<file path="src/rtl/dmac_req_sequencer.sv">
// Request arbiter and descriptor-fetch sequencer in front of the DMAC datapath.
// Picks a peripheral request, reads its four-word channel descriptor over the
// AHB master port, then hands the port to the selected channel until its irq.
module dmac_req_sequencer (
  input  logic       clk,
  input  logic       rst,
  input  logic [1:0] DmacReq,
  input  logic       HReady,
  input  logic [1:0] M_HResp,
  input  logic       irq,
  output logic       DmacReq_Reg_en,
  output logic       PeriAddr_reg_en,
  output logic       SAddr_Reg_en,
  output logic       DAddr_Reg_en,
  output logic       Trans_sz_Reg_en,
  output logic       Ctrl_Reg_en,
  output logic [1:0] addr_inc_sel,
  output logic [1:0] config_HTrans,
  output logic       config_write,
  output logic [1:0] con_sel,
  output logic       con_en,
  output logic       channel_en_1,
  output logic       channel_en_2,
  output logic       busy,
  output logic       err
);

  localparam int unsigned CNT_W = 3;
  localparam logic [CNT_W-1:0] DESC_WORDS = CNT_W'(4);
  localparam logic [CNT_W-1:0] LAST_WORD  = CNT_W'(3);

  localparam logic [1:0] HTRANS_IDLE   = 2'b00;
  localparam logic [1:0] HTRANS_NONSEQ = 2'b10;
  localparam logic [1:0] HRESP_ERROR   = 2'b01;

  localparam logic [1:0] SEL_CH1 = 2'b00;
  localparam logic [1:0] SEL_CH2 = 2'b01;
  localparam logic [1:0] SEL_CFG = 2'b10;

  typedef enum logic [2:0] {
    S_IDLE  = 3'd0,
    S_FETCH = 3'd1,
    S_RUN   = 3'd2,
    S_DONE  = 3'd3,
    S_ERR   = 3'd4
  } state_t;

  state_t           state, state_next;
  logic [CNT_W-1:0] addr_cnt, addr_cnt_next;
  logic [CNT_W-1:0] data_cnt, data_cnt_next;
  logic [1:0]       ch, ch_next;
  logic [1:0]       con_sel_q;
  logic             err_next;
  logic             addr_pending;
  logic             data_pending;
  logic [3:0]       word_en;

  // State, fetch counters, selected channel, sticky error and last con_sel.
  always_ff @(posedge clk or negedge rst) begin
    if (!rst) begin
      state     <= S_IDLE;
      addr_cnt  <= '0;
      data_cnt  <= '0;
      ch        <= SEL_CH1;
      err       <= 1'b0;
      con_sel_q <= SEL_CFG;
    end else begin
      state     <= state_next;
      addr_cnt  <= addr_cnt_next;
      data_cnt  <= data_cnt_next;
      ch        <= ch_next;
      err       <= err_next;
      con_sel_q <= con_sel;
    end
  end

  assign addr_pending = (addr_cnt < DESC_WORDS);
  assign data_pending = (data_cnt < addr_cnt);

  // Next-state and per-cycle control decode; AHB pipeline tracked by the two counters.
  always_comb begin
    state_next      = state;
    addr_cnt_next   = addr_cnt;
    data_cnt_next   = data_cnt;
    ch_next         = ch;
    err_next        = err;
    DmacReq_Reg_en  = 1'b0;
    PeriAddr_reg_en = 1'b0;
    word_en         = 4'b0000;
    addr_inc_sel    = 2'b00;
    config_HTrans   = HTRANS_IDLE;
    con_sel         = SEL_CFG;
    channel_en_1    = 1'b0;
    channel_en_2    = 1'b0;

    case (state)
      S_IDLE: begin
        // Gated by rst so the capture strobes stay low while reset is held.
        if (rst && (DmacReq != 2'b00)) begin
          DmacReq_Reg_en  = 1'b1;
          PeriAddr_reg_en = 1'b1;
          ch_next         = DmacReq[1] ? SEL_CH2 : SEL_CH1;
          err_next        = 1'b0;
          addr_cnt_next   = '0;
          data_cnt_next   = '0;
          state_next      = S_FETCH;
        end
      end

      S_FETCH: begin
        if (data_pending && (M_HResp == HRESP_ERROR)) begin
          // Either cycle of the two-cycle error response aborts the fetch.
          err_next   = 1'b1;
          state_next = S_ERR;
        end else begin
          if (addr_pending) begin
            config_HTrans = HTRANS_NONSEQ;
            addr_inc_sel  = addr_cnt[1:0];
            if (HReady) begin
              addr_cnt_next = addr_cnt + CNT_W'(1);
            end
          end
          if (data_pending && HReady) begin
            word_en       = 4'(1) << data_cnt[1:0];
            data_cnt_next = data_cnt + CNT_W'(1);
            if (data_cnt == LAST_WORD) begin
              state_next = S_RUN;
            end
          end
        end
      end

      S_RUN: begin
        con_sel      = ch;
        channel_en_1 = (ch == SEL_CH1);
        channel_en_2 = (ch == SEL_CH2);
        if (irq) begin
          state_next = S_DONE;
        end
      end

      S_DONE: begin
        state_next = S_IDLE;
      end

      S_ERR: begin
        state_next = S_IDLE;
      end

      default: begin
        state_next = S_IDLE;
      end
    endcase
  end

  assign SAddr_Reg_en    = word_en[0];
  assign DAddr_Reg_en    = word_en[1];
  assign Trans_sz_Reg_en = word_en[2];
  assign Ctrl_Reg_en     = word_en[3];
  assign config_write    = 1'b0;
  assign con_en          = (con_sel != con_sel_q);
  assign busy            = (state != S_IDLE);

endmodule
</file>
<file path="config.mk">
export PLATFORM = sky130hd
export DESIGN_NAME = dmac_req_sequencer
export DESIGN_NICKNAME = d
export VERILOG_FILES = /design/src/rtl/dmac_req_sequencer.sv
export SDC_FILE = /design/constraint.sdc
export NUM_CORES = 1
export LEC_CHECK = 0
export BUFFER_PORTS_ARGS = -buffer_cell sky130_fd_sc_hd__buf_2
export CAP_MARGIN = 20
export CORE_AREA = 2 2 45 47
export DETAILED_ROUTE_END_ITERATION = 7
export DIE_AREA = 0 0 47 49
export PLACE_DENSITY = 0.76
export SYNTH_ARGS = -nofsm -noshare
export SYNTH_HDL_FRONTEND = slang
export SYNTH_SLANG_ARGS = --single-unit
</file>
<file path="constraint.sdc">
create_clock -name clk -period 2.2 [get_ports clk]
set_input_delay 0.22 -clock clk [delete_from_list [all_inputs] [get_ports clk]]
set_output_delay 0.22 -clock clk [all_outputs]
set_load 0.05 [all_outputs]
</file>
# Word-level counts from Yosys, hierarchy flattened
# Index checks and enable logic that the tools add are counted.
dict set report word_totals {
  regBits 14
  in_bits 8
  out_inout_bits 18
  elab_cells 71
}
dict set report op_classes {
  n_addsub 2
  order_cmp 2
  eq_ne 15
  shifts 1
  muxes 32
  n_reduce_logical 13
}
# op count
set op_table {}
lappend op_table {{3-bit 2-to-1 mux} 11}
lappend op_table {{2-bit 2-to-1 mux} 7}
lappend op_table {{2-bit inequality test, second input constant} 7}
lappend op_table {{4-bit 2-to-1 mux} 3}
lappend op_table {{3-bit one-hot mux with 2 select lines} 2}
lappend op_table {{3-bit one-hot mux with 3 select lines} 1}
lappend op_table {{4-bit AND reduction} 2}
lappend op_table {{1-bit 2-to-1 mux} 7}
lappend op_table {{3-bit by 1-bit adder with 3-bit output, second input constant} 2}
lappend op_table {{3-bit by 2-bit == test with 1-bit output, second input constant} 2}
lappend op_table {{3-bit inequality test, second input constant} 2}
lappend op_table {{5-bit AND reduction} 1}
lappend op_table {{2-bit by 1-bit == test with 1-bit output, second input constant} 2}
lappend op_table {{2-bit nonzero test} 2}
lappend op_table {{1-bit by 2-bit left shift with 4-bit output, first input constant} 1}
lappend op_table {{3-bit by 1-bit == test with 1-bit output, second input constant} 1}
lappend op_table {{1-bit logical AND} 3}
lappend op_table {{3-bit logical NOT} 1}
lappend op_table {{3-bit < comparator} 1}
lappend op_table {{3-bit < comparator, second input constant} 1}
lappend op_table {{3-bit AND reduction} 1}
lappend op_table {{3-bit nonzero test} 1}
lappend op_table {{2-bit logical NOT} 1}
lappend op_table {{2-bit inequality test} 1}
lappend op_table {{other kinds (2)} 2}

# Longest topological paths before layout
# Gate-level depths: netlist of the first run.
dict set report logic_depth {
  word_depth 5
  mapped_depth 6
  depth_no_buf 6
}

# Worst setup path after synthesis of the first run
# OpenSTA, ideal clock, no wires.
dict set report synth_path {
  path_kind {register -> output}
  startpoint {reg state[2]}
  endpoint {out con_en}
  arrival_time_ns 2.364
  t_required_ns 1.980
  path_slack_ns -0.384
  stages_incl_launch_ff 5
  path_buffers 1
  path_cell_list {dfrtp_1 -> or3b_1 -> buf_2 -> nor2_1 -> a31oi_1}
}
dict set report synth_between {
  elab_chain_cells 3
}
# element line_no
set synth_lines {}
lappend synth_lines {{start: declaration} 48} ;# state_t state, state_next;
lappend synth_lines {{start signal: assignment} 68} ;# state <= state_next;
lappend synth_lines {{3-bit by 2-bit == test with 1-bit output} 96} ;# case (state)
lappend synth_lines {{2-bit 2-to-1 mux} 96}
lappend synth_lines {{via con_sel[1]} 20} ;# output logic [1:0] con_sel,
lappend synth_lines {{2-bit inequality test} 161} ;# assign con_en = (con_sel != con_sel_q);
lappend synth_lines {{end: declaration} 21} ;# output logic con_en,
# The timed path passes the listed nets, and every way through them passes these cells.

# Final worst setup path of the first run
dict set report layout_path {
  startpoint {reg addr_cnt[2]}
  endpoint {out addr_inc_sel[0]}
}
dict set report layout_between {
  elab_chain_cells 4
  elab_cells_between_ends 6
  classes_between {order compare: 2; mux: 3; reduce/logical: 1}
}
# element line_no
set layout_lines {}
lappend layout_lines {{start: declaration} 49} ;# logic [CNT_W-1:0] addr_cnt, addr_cnt_next;
lappend layout_lines {{start signal: assignment} 69} ;# addr_cnt <= addr_cnt_next;
lappend layout_lines {{3-bit < comparator, on equally long branches} {77, 78}}
lappend layout_lines {{2-bit 2-to-1 mux or 1-bit logical AND (tied branches)} {116, 111}}
lappend layout_lines {{2-bit 2-to-1 mux *} 111} ;# if (data_pending && (M_HResp == HRESP_ERROR)) begin
lappend layout_lines {{2-bit 2-to-1 mux *} 96}
lappend layout_lines {{end: declaration} 17} ;# output logic [1:0] addr_inc_sel,
# Mark *: on every way between the ends. The rest lies on a longest branch, timed or not.

==> results of run 1 <==
## cells by family (layout without fill, tap and decap cells)
logic type,count (synthesis),in the layout
buffers and inverters,15,43
multiplexers,3,3
AO/OA/AOI/OAI,17,17
AND/OR/NAND/NOR,41,41
adder cells (fa/ha/maj),8,8
other,1,2
flip-flops,13,13
## cell usage in the layout (no fill, tap or decap), types with 2 or more instances in the layout
cell,count
and2_1,6
inv_1,7
o211ai_1,2
nor2b_1,2
o21ai_0,3
a21oi_1,4
buf_4,12
and2_2,2
nand4_1,2
buf_2,17
nand3_1,3
or3b_1,2
ha_1,8
or3_1,2
mux2i_1,3
nand2_1,11
clkbuf_4,3
dfrtp_1,12
conb_1,2
nor2_1,2
inv_2,2
nand2b_1,2
## worst max-delay path, delay by kind of cell (launching register included)
family | cells | cell delay [ns]
buffers and inverters | 2 | 0.27
flip-flops | 1 | 0.38
AND/OR/NAND/NOR | 2 | 0.40
adder cells (fa/ha/maj) | 1 | 0.26
AO/OA/AOI/OAI | 2 | 0.29
## routing by layer
metal	up-vias	GRT usage [%]
li1	386	-
met1	367	20.3
met2	30	29.5
met3	5	2.22
met4	0	9.72
met5	-	0
## sequential cells by signal (all words and copies together) (netlist names)
signal and cells:
ch 1, con_sel_q 2, addr_cnt 3, err 1
data_cnt 3, state 3
## layout make-up
cell class / count / area (um2) / area share [%]
multi-input combinational: 71 / 499 / 45.2
sequential: 13 / 327 / 29.6
timing repair buffer: 30 / 185 / 16.8
inverter: 9 / 33.8 / 3.06
tap: 27 / 33.8 / 3.06
clock buffer: 4 / 26.3 / 2.38
## worst min-delay path by stage
stage	end	slack [ns]	cells past startpoint
after floorplan	addr_cnt[0]	-0.08	0
after detailed placement	addr_cnt[0]	0.18	2
final	ch[0]	0.18	3
after CTS	ch[0]	0.18	3
after global routing	ch[0]	0.19	3
after global placement	addr_cnt[1]	0.18	2
## stage by stage
stage / cell area, um2 / power, mW
2_1_floorplan: 892 / 1.14
3_3_place_gp: 1030 / 1.34
3_5_place_dp: 1030 / 1.37
4_1_cts: 1090 / 1.56
5_1_grt: 1100 / 1.69
6_report: 1100 / 1.58
## power groups by stage
| stage | Sequential (mW) | Combinational [mW] | Clock (mW) |
|---|---|---|---|
| 6_report | 0.407 | 1.02 | 0.151 |
| 3_3_place_gp | 0.409 | 0.927 | 0 |
| 3_5_place_dp | 0.413 | 0.953 | 0 |
| 4_1_cts | 0.409 | 1.00 | 0.153 |
| 2_1_floorplan | 0.422 | 0.722 | 0 |
| 5_1_grt | 0.420 | 1.10 | 0.170 |
## timing repair
| item | CTS | global route |
|---|---|---|
| gates resized for setup | 6 | 5 |
| setup buffers | 1 | 1 |
| hold buffers | 1 | 0 |
| pin swaps | 0 | 3 |
| endpoints found under the hold margin | 12 | 0 |
| endpoints found under the setup margin | 6 | 6 |
==> impl_results.md, run 1 <==
* Hpwl dp at around 1500 um
* Final Wtd Congestion at 0.800
* Crit path DAT at 1.90 ns
* DIE WIDTH at 47 um
* CTS H-tree lvls at 1
* Final hold violation count at 0
* Starting density of the core at 47.6%
* Post-synth top flop: dfrtp_1
* CP Class: reg2out
* VDD IR max at 0.747 mV
* Core Box Area at 1840 um2
* Synthesized area at 877 um2
* Max-cap viol count at 0
* Post-Synthesis Cells at 98
* Vias at 788
* Synthesized flop and latch total at 13
* Initial antenna violation count at 0
* Crit-path cells: inv_2, ha_1, a21oi_2, o211ai_1, and3_1, and2_2, buf_4
* R2R cell count at 7
* Clk buf depth at 2
* Inserted Clock Buffers at 3
* First-pass GRT wire length at 2900 um
* Clock root buffer: clkbuf_4
* Post-Synth Simple-Gate Area at 27.4%
* # diodes at 0
* Pleak at 0.567 nW
* GRT Util Overall at 17.5%
* Seq/Total Area, Yosys at between 30% and 40%
* Worst slack at placement at roughly 0.21 ns
* Synth Area per Inst at 8.95 um2
* Setup Skew at between 0.009 and 0.01 ns
* # rows at 16
* Clock Sink Count at 13
* DIE AREA at 2300 um2
* Mux cell area share after synthesis at 3.42%
* Final design utilization at 60.0%
* Max stage delay on crit path at around 0.38 ns
* Worst-path maximum fanout at 6
* Main combinational cell family by area after synthesis: simple AND/OR/NAND/NOR gates
* Drt pass-1 iters at 3
* Die Ht at 49 um
* Cell accounting for the most synthesized area: dfrtp_1
* Post-synth EDFFs at 0
* Critical R2R Launch: addr_cnt[2]
* Hold path startpoint: DmacReq[1]
* Remaining Overflow, GRT at 0
* Synth warnings at 0
* Sw Ratio at 52.7%
* FF-to-FF setup slack at 0.48 ns
* Hold Crit Class: in2reg
* Clock power frac at roughly a tenth
* Clk_lat worst skew at 0.28 ns
* Sequential Power Share at 25.8%
* Area share of the largest cell type after synthesis at approximately a third
* Final period util at between 90% and 100%
* Critical Path Start: addr_cnt[2]
* Synth Area in Adders at between 10 and 15%
* DRC at 0
* Synth Area in XOR/XNOR at 0%
* Met3 WL at 105 um
* Synth cell types at 33
* End of the critical path: addr_inc_sel[0]
* Async set-reset flop share out of synthesis at 100%
* Crit path max-delay cell type: dfrtp_1
* Met2 WL post-DR at about 950 um
* Area Overhead vs Synth at 26.0%
* Minimum clock period at 2.12 ns
* Drt total wl at 1910 um
* Share of cells above drive strength 1 at 33.9%
* Fmax at 472 MHz
* Switch Pwr at between 0.8 and 0.9 mW
* Synth Area in Compound Gates at 11.7%
* Final hold slack at roughly 0.18 ns
* Routed len/inst at around 12 um
* DP Cell Count at between 100 and 150
* Vias per cell at just over 5
* Power per standard cell area at 1430 nW/um2
* Post-synth top cells: dfrtp_1 (12), nand2_1 (11), and2_1 (8), ha_1 (8), inv_1 (8)
* Setup slack after layout at 0.0812 ns
* Final setup viols at 0
* Filler cell count at 180
* Req. time, crit path at 1.98 ns
* Max-slew violations at 0
* Top Ports at 26
* IO Port Bufs at 23
* Layout Cells excl Fill at 154
* Vias in the first global route at 720
* CTS tree: yes
* Top-count cell post-synth: dfrtp_1
* Run status: finished clean
* Initial DRC count at 7
* WL met1 at 813 um
* Setup crit start kind: register
* # nets final at 144
* Largest net degree at the start of global routing at 14
* Pint at 0.747 mW
* Worst setup EP type: output port
* ANT nets after route at 0
* DR top layer: met4
* Final TNS setup at 0 ns
* Top cells by area, synth: dfrtp_1 (34%), ha_1 (11%), and2_1 (5.7%)
* Reg-to-Reg End: addr_cnt[1]
* Logic pwr share at 64.7%
* Clock-pin slew on the worst setup and hold paths at 0.08 ns
(Power assumes the default switching activity.)
==> inputs of run 2 (changes only) <==
--- a/config.mk
+++ b/config.mk
@@ -7,10 +7,12 @@
 export LEC_CHECK = 0
 export BUFFER_PORTS_ARGS = -buffer_cell sky130_fd_sc_hd__buf_2
 export CAP_MARGIN = 20
-export CORE_AREA = 2 2 45 47
+export CELL_PAD_IN_SITES_DETAIL_PLACEMENT = 0
+export CELL_PAD_IN_SITES_GLOBAL_PLACEMENT = 1
+export CORE_AREA = 2 2 52 54
 export DETAILED_ROUTE_END_ITERATION = 7
-export DIE_AREA = 0 0 47 49
-export PLACE_DENSITY = 0.76
+export DIE_AREA = 0 0 54 56
+export PLACE_DENSITY_LB_ADDON = 0.1
 export SYNTH_ARGS = -nofsm -noshare
 export SYNTH_HDL_FRONTEND = slang
 export SYNTH_SLANG_ARGS = --single-unit
==> run 2 against run 1 <==
  * Worst setup slack improved by 0.028 ns
  * Global-route usage fell by 2.7 points
  * Largest power group unchanged
  * Highest routed layer unchanged
  * Largest cell class unchanged
  * Utilization down 11 points
==> impl_results.md, run 2 (synthesized netlist as in run 1, its figures left out) <==
* Run status: finished clean
* ANT nets after route at 0 (unchanged)
* Vias at 781 (-0.89%)
* # rows at 18 (+2)
* Pleak at 0.585 nW (+3.2%)
* DIE WIDTH at 54 um (+15%)
* Clk buf depth at 2 (unchanged)
* Seq. cell area at 327 um2 (unchanged)
* Vias in the first global route at 743 (+3.2%)
* Req. time, crit path at 1.98 ns (about the same)
* Biggest regs: addr_cnt: 3 flops, data_cnt: 3 flops, state: 3 flops
* Setup slack after layout at 0.109 ns (+0.0281 ns)
* Clock Sink Count at 13 (unchanged)
* CTS H-tree lvls at 1 (unchanged)
* FF-to-FF setup slack at 0.51 ns (+0.03 ns)
* Share of cells above drive strength 1 at 39.8% (+6.0 points)
* VDD IR max at 0.689 mV (-7.8%)
* Max-cap viol count at 0 (unchanged)
* Most common cell after layout, fill and taps aside: buf_2
* Clk_lat worst skew at 0.28 ns (about the same)
* Hpwl dp at 1540 um (+4.6%)
* Area Overhead vs Synth at 35.4%
* # nets final at 145 (+0.69%)
* First-pass GRT wire length at 3260 um (+12%)
* Final instance area at 1190 um2 (+7.5%)
* Most frequent cells in the layout: buf_2 (15), dfrtp_1 (12), nand2_1 (10)
* Inserted Clock Buffers at 3 (unchanged)
* Initial DRC count at 22 (+15)
* IO Port Bufs at 23 (unchanged)
* Multi-input logic area at 534 um2 (+7.0%)
* Power per standard cell area at 1460 nW/um2 (+1.7%)
* Pint at 0.840 mW (+12%)
* Critical R2R Launch: addr_cnt[2]
* Max stage delay on crit path at 0.48 ns (+0.10 ns)
* Clock-pin slew on the worst setup and hold paths at 0.08 ns (about the same)
* Crit path max-delay cell type: dfrtp_1
* Final hold violation count at 0 (unchanged)
* DIE AREA at 3020 um2 (+31%)
* Crit-path cells: ha_4, nand2_2, o211ai_1, and3_1, and2_4, buf_8
* Worst-path maximum fanout at 5 (-1)
* Final setup viols at 0 (unchanged)
* Sequential Power Share at 24.9% (-0.9 points)
* Logic pwr share at 66.2% (+1.5 points)
* Die Ht at 56 um (+14%)
* Initial antenna violation count at 0 (unchanged)
* CTS tree: yes
* Final Wtd Congestion at 0.808 (+0.90%)
* Final design utilization at 48.8% (-11 points)
* Minimum clock period at 2.09 ns (-0.0281 ns)
* Total chip power at 1.73 mW (+9.3%)
* GRT Util Overall at 14.8% (-2.7 points)
* Critical Path Start: data_cnt[1]
* Hold Crit Class: in2reg
* DRC at 0 (unchanged)
* Fmax at 478 MHz (+1.3%)
* Worst slack at placement at 0.122 ns (-0.0895 ns)
* Final hold slack at 0.152 ns (-0.0249 ns)
* Hold path startpoint: DmacReq[1]
* Drt pass-1 iters at 4 (+1)
* Top Ports at 26 (unchanged)
* Core Box Area at 2430 um2 (+32%)
* CP Class: reg2out
* RSZ-0062 raised after global routing: yes
* Drt total wl at 2090 um (+9.2%)
* Filler cell count at 245 (+36%)
* DP Area at 1030 um2 (+0.36%)
* Clock root buffer: clkbuf_4
* Final period util at 95.0% (-1.3 points)
* Switch Pwr at 0.888 mW (+6.5%)
* Vias per cell at 4.94 (-3.4%)
* Sw Ratio at 51.4% (-1.3 points)
* Remaining Overflow, GRT at 0 (unchanged)
* # diodes at 0 (unchanged)
* Routed len/inst at 13.2 um (+6.4%)
* Setup Skew at 0.000432 ns (-0.00873 ns)
* Max-slew violations at 0 (unchanged)
* Crit path DAT at 1.87 ns (-0.03 ns)
* Clock power frac at 8.9% (-0.7 points)
* Starting density of the core at 36.1% (-12 points)
* Largest net degree at the start of global routing at 14 (unchanged)
* Worst setup EP type: output port
* Setup crit start kind: register
## run 2: cell types whose count changed in the layout (fill, tap and decap cells not counted), moves of 2 or more
cell,change
and2_2,-2
buf_8,+2
and2_4,+3
buf_6,+4
ha_4,+2
buf_2,-2
buf_4,-5
clkbuf_4,+2
ha_1,-2
## run 2: area by class of cell
| type | count | area share (%) |
|---|---|---|
| multi-input combinational | 71 | 45.0 |
| timing repair buffer | 31 | 19.2 |
| sequential | 13 | 27.5 |
| tap | 30 | 3.16 |
| inverter | 9 | 2.85 |
| clock inverter | 1 | 0.421 |
| clock buffer | 3 | 1.90 |
## run 2: power by group through the flow
stage / Clock [mW] / Sequential [mW] / Combinational [mW]
floorplan: 0 / 0.422 / 0.722
global placement: 0 / 0.424 / 0.944
detailed placement: 0 / 0.422 / 0.950
CTS: 0.160 / 0.420 / 1.01
global route: 0.173 / 0.445 / 1.25
finish: 0.154 / 0.430 / 1.14
## run 2: repair_timing
action | 4_1_cts | 5_1_grt
pin swaps | 1 | 3
resized for setup | 8 | 20
endpoints found under the setup margin | 6 | 8
buffers inserted | 2 | 1
hold buffers | 1 | 0
endpoints found under the hold margin | 12 | 0
## run 2: critical path, delay by kind of cell (launching register included)
family	cells	cell delay [ns]
AOI/OAI and AO/OA	1	0.22
adders and majority gates	1	0.31
DFF	1	0.48
buffers and inverters	1	0.14
and+or+nand+nor	3	0.44
## run 2: path summary, 6_finish.rpt
check	to	cells past startpoint
setup / recovery	addr_inc_sel[1]	6
hold / removal	ch[0]	3
setup reg to reg	addr_cnt[1]	7
hold reg to reg	err	1
max in group asynchronous	con_sel_q[1]	3
min in group asynchronous	con_sel_q[0]	3
## run 2: stage by stage
stage               instances  TNS [ns]
detailed placement        150         0
global route              158   -0.0985
global placement          150         0
floorplan                  99         0
CTS                       157         0
finish                    158         0
## run 2: routing by layer
| layer | vias up | wire length, um | global-route usage, % | share of wire, % |
|---|---|---|---|---|
| met5 | - | 0 | 0 | 0 |
| met4 | 0 | 34 | 6.79 | 1.6 |
| met3 | 4 | 84 | 3.23 | 4.0 |
| met2 | 17 | 1080 | 23.0 | 52 |
| met1 | 370 | 890 | 19.1 | 43 |
| li1 | 390 | - | - | - |
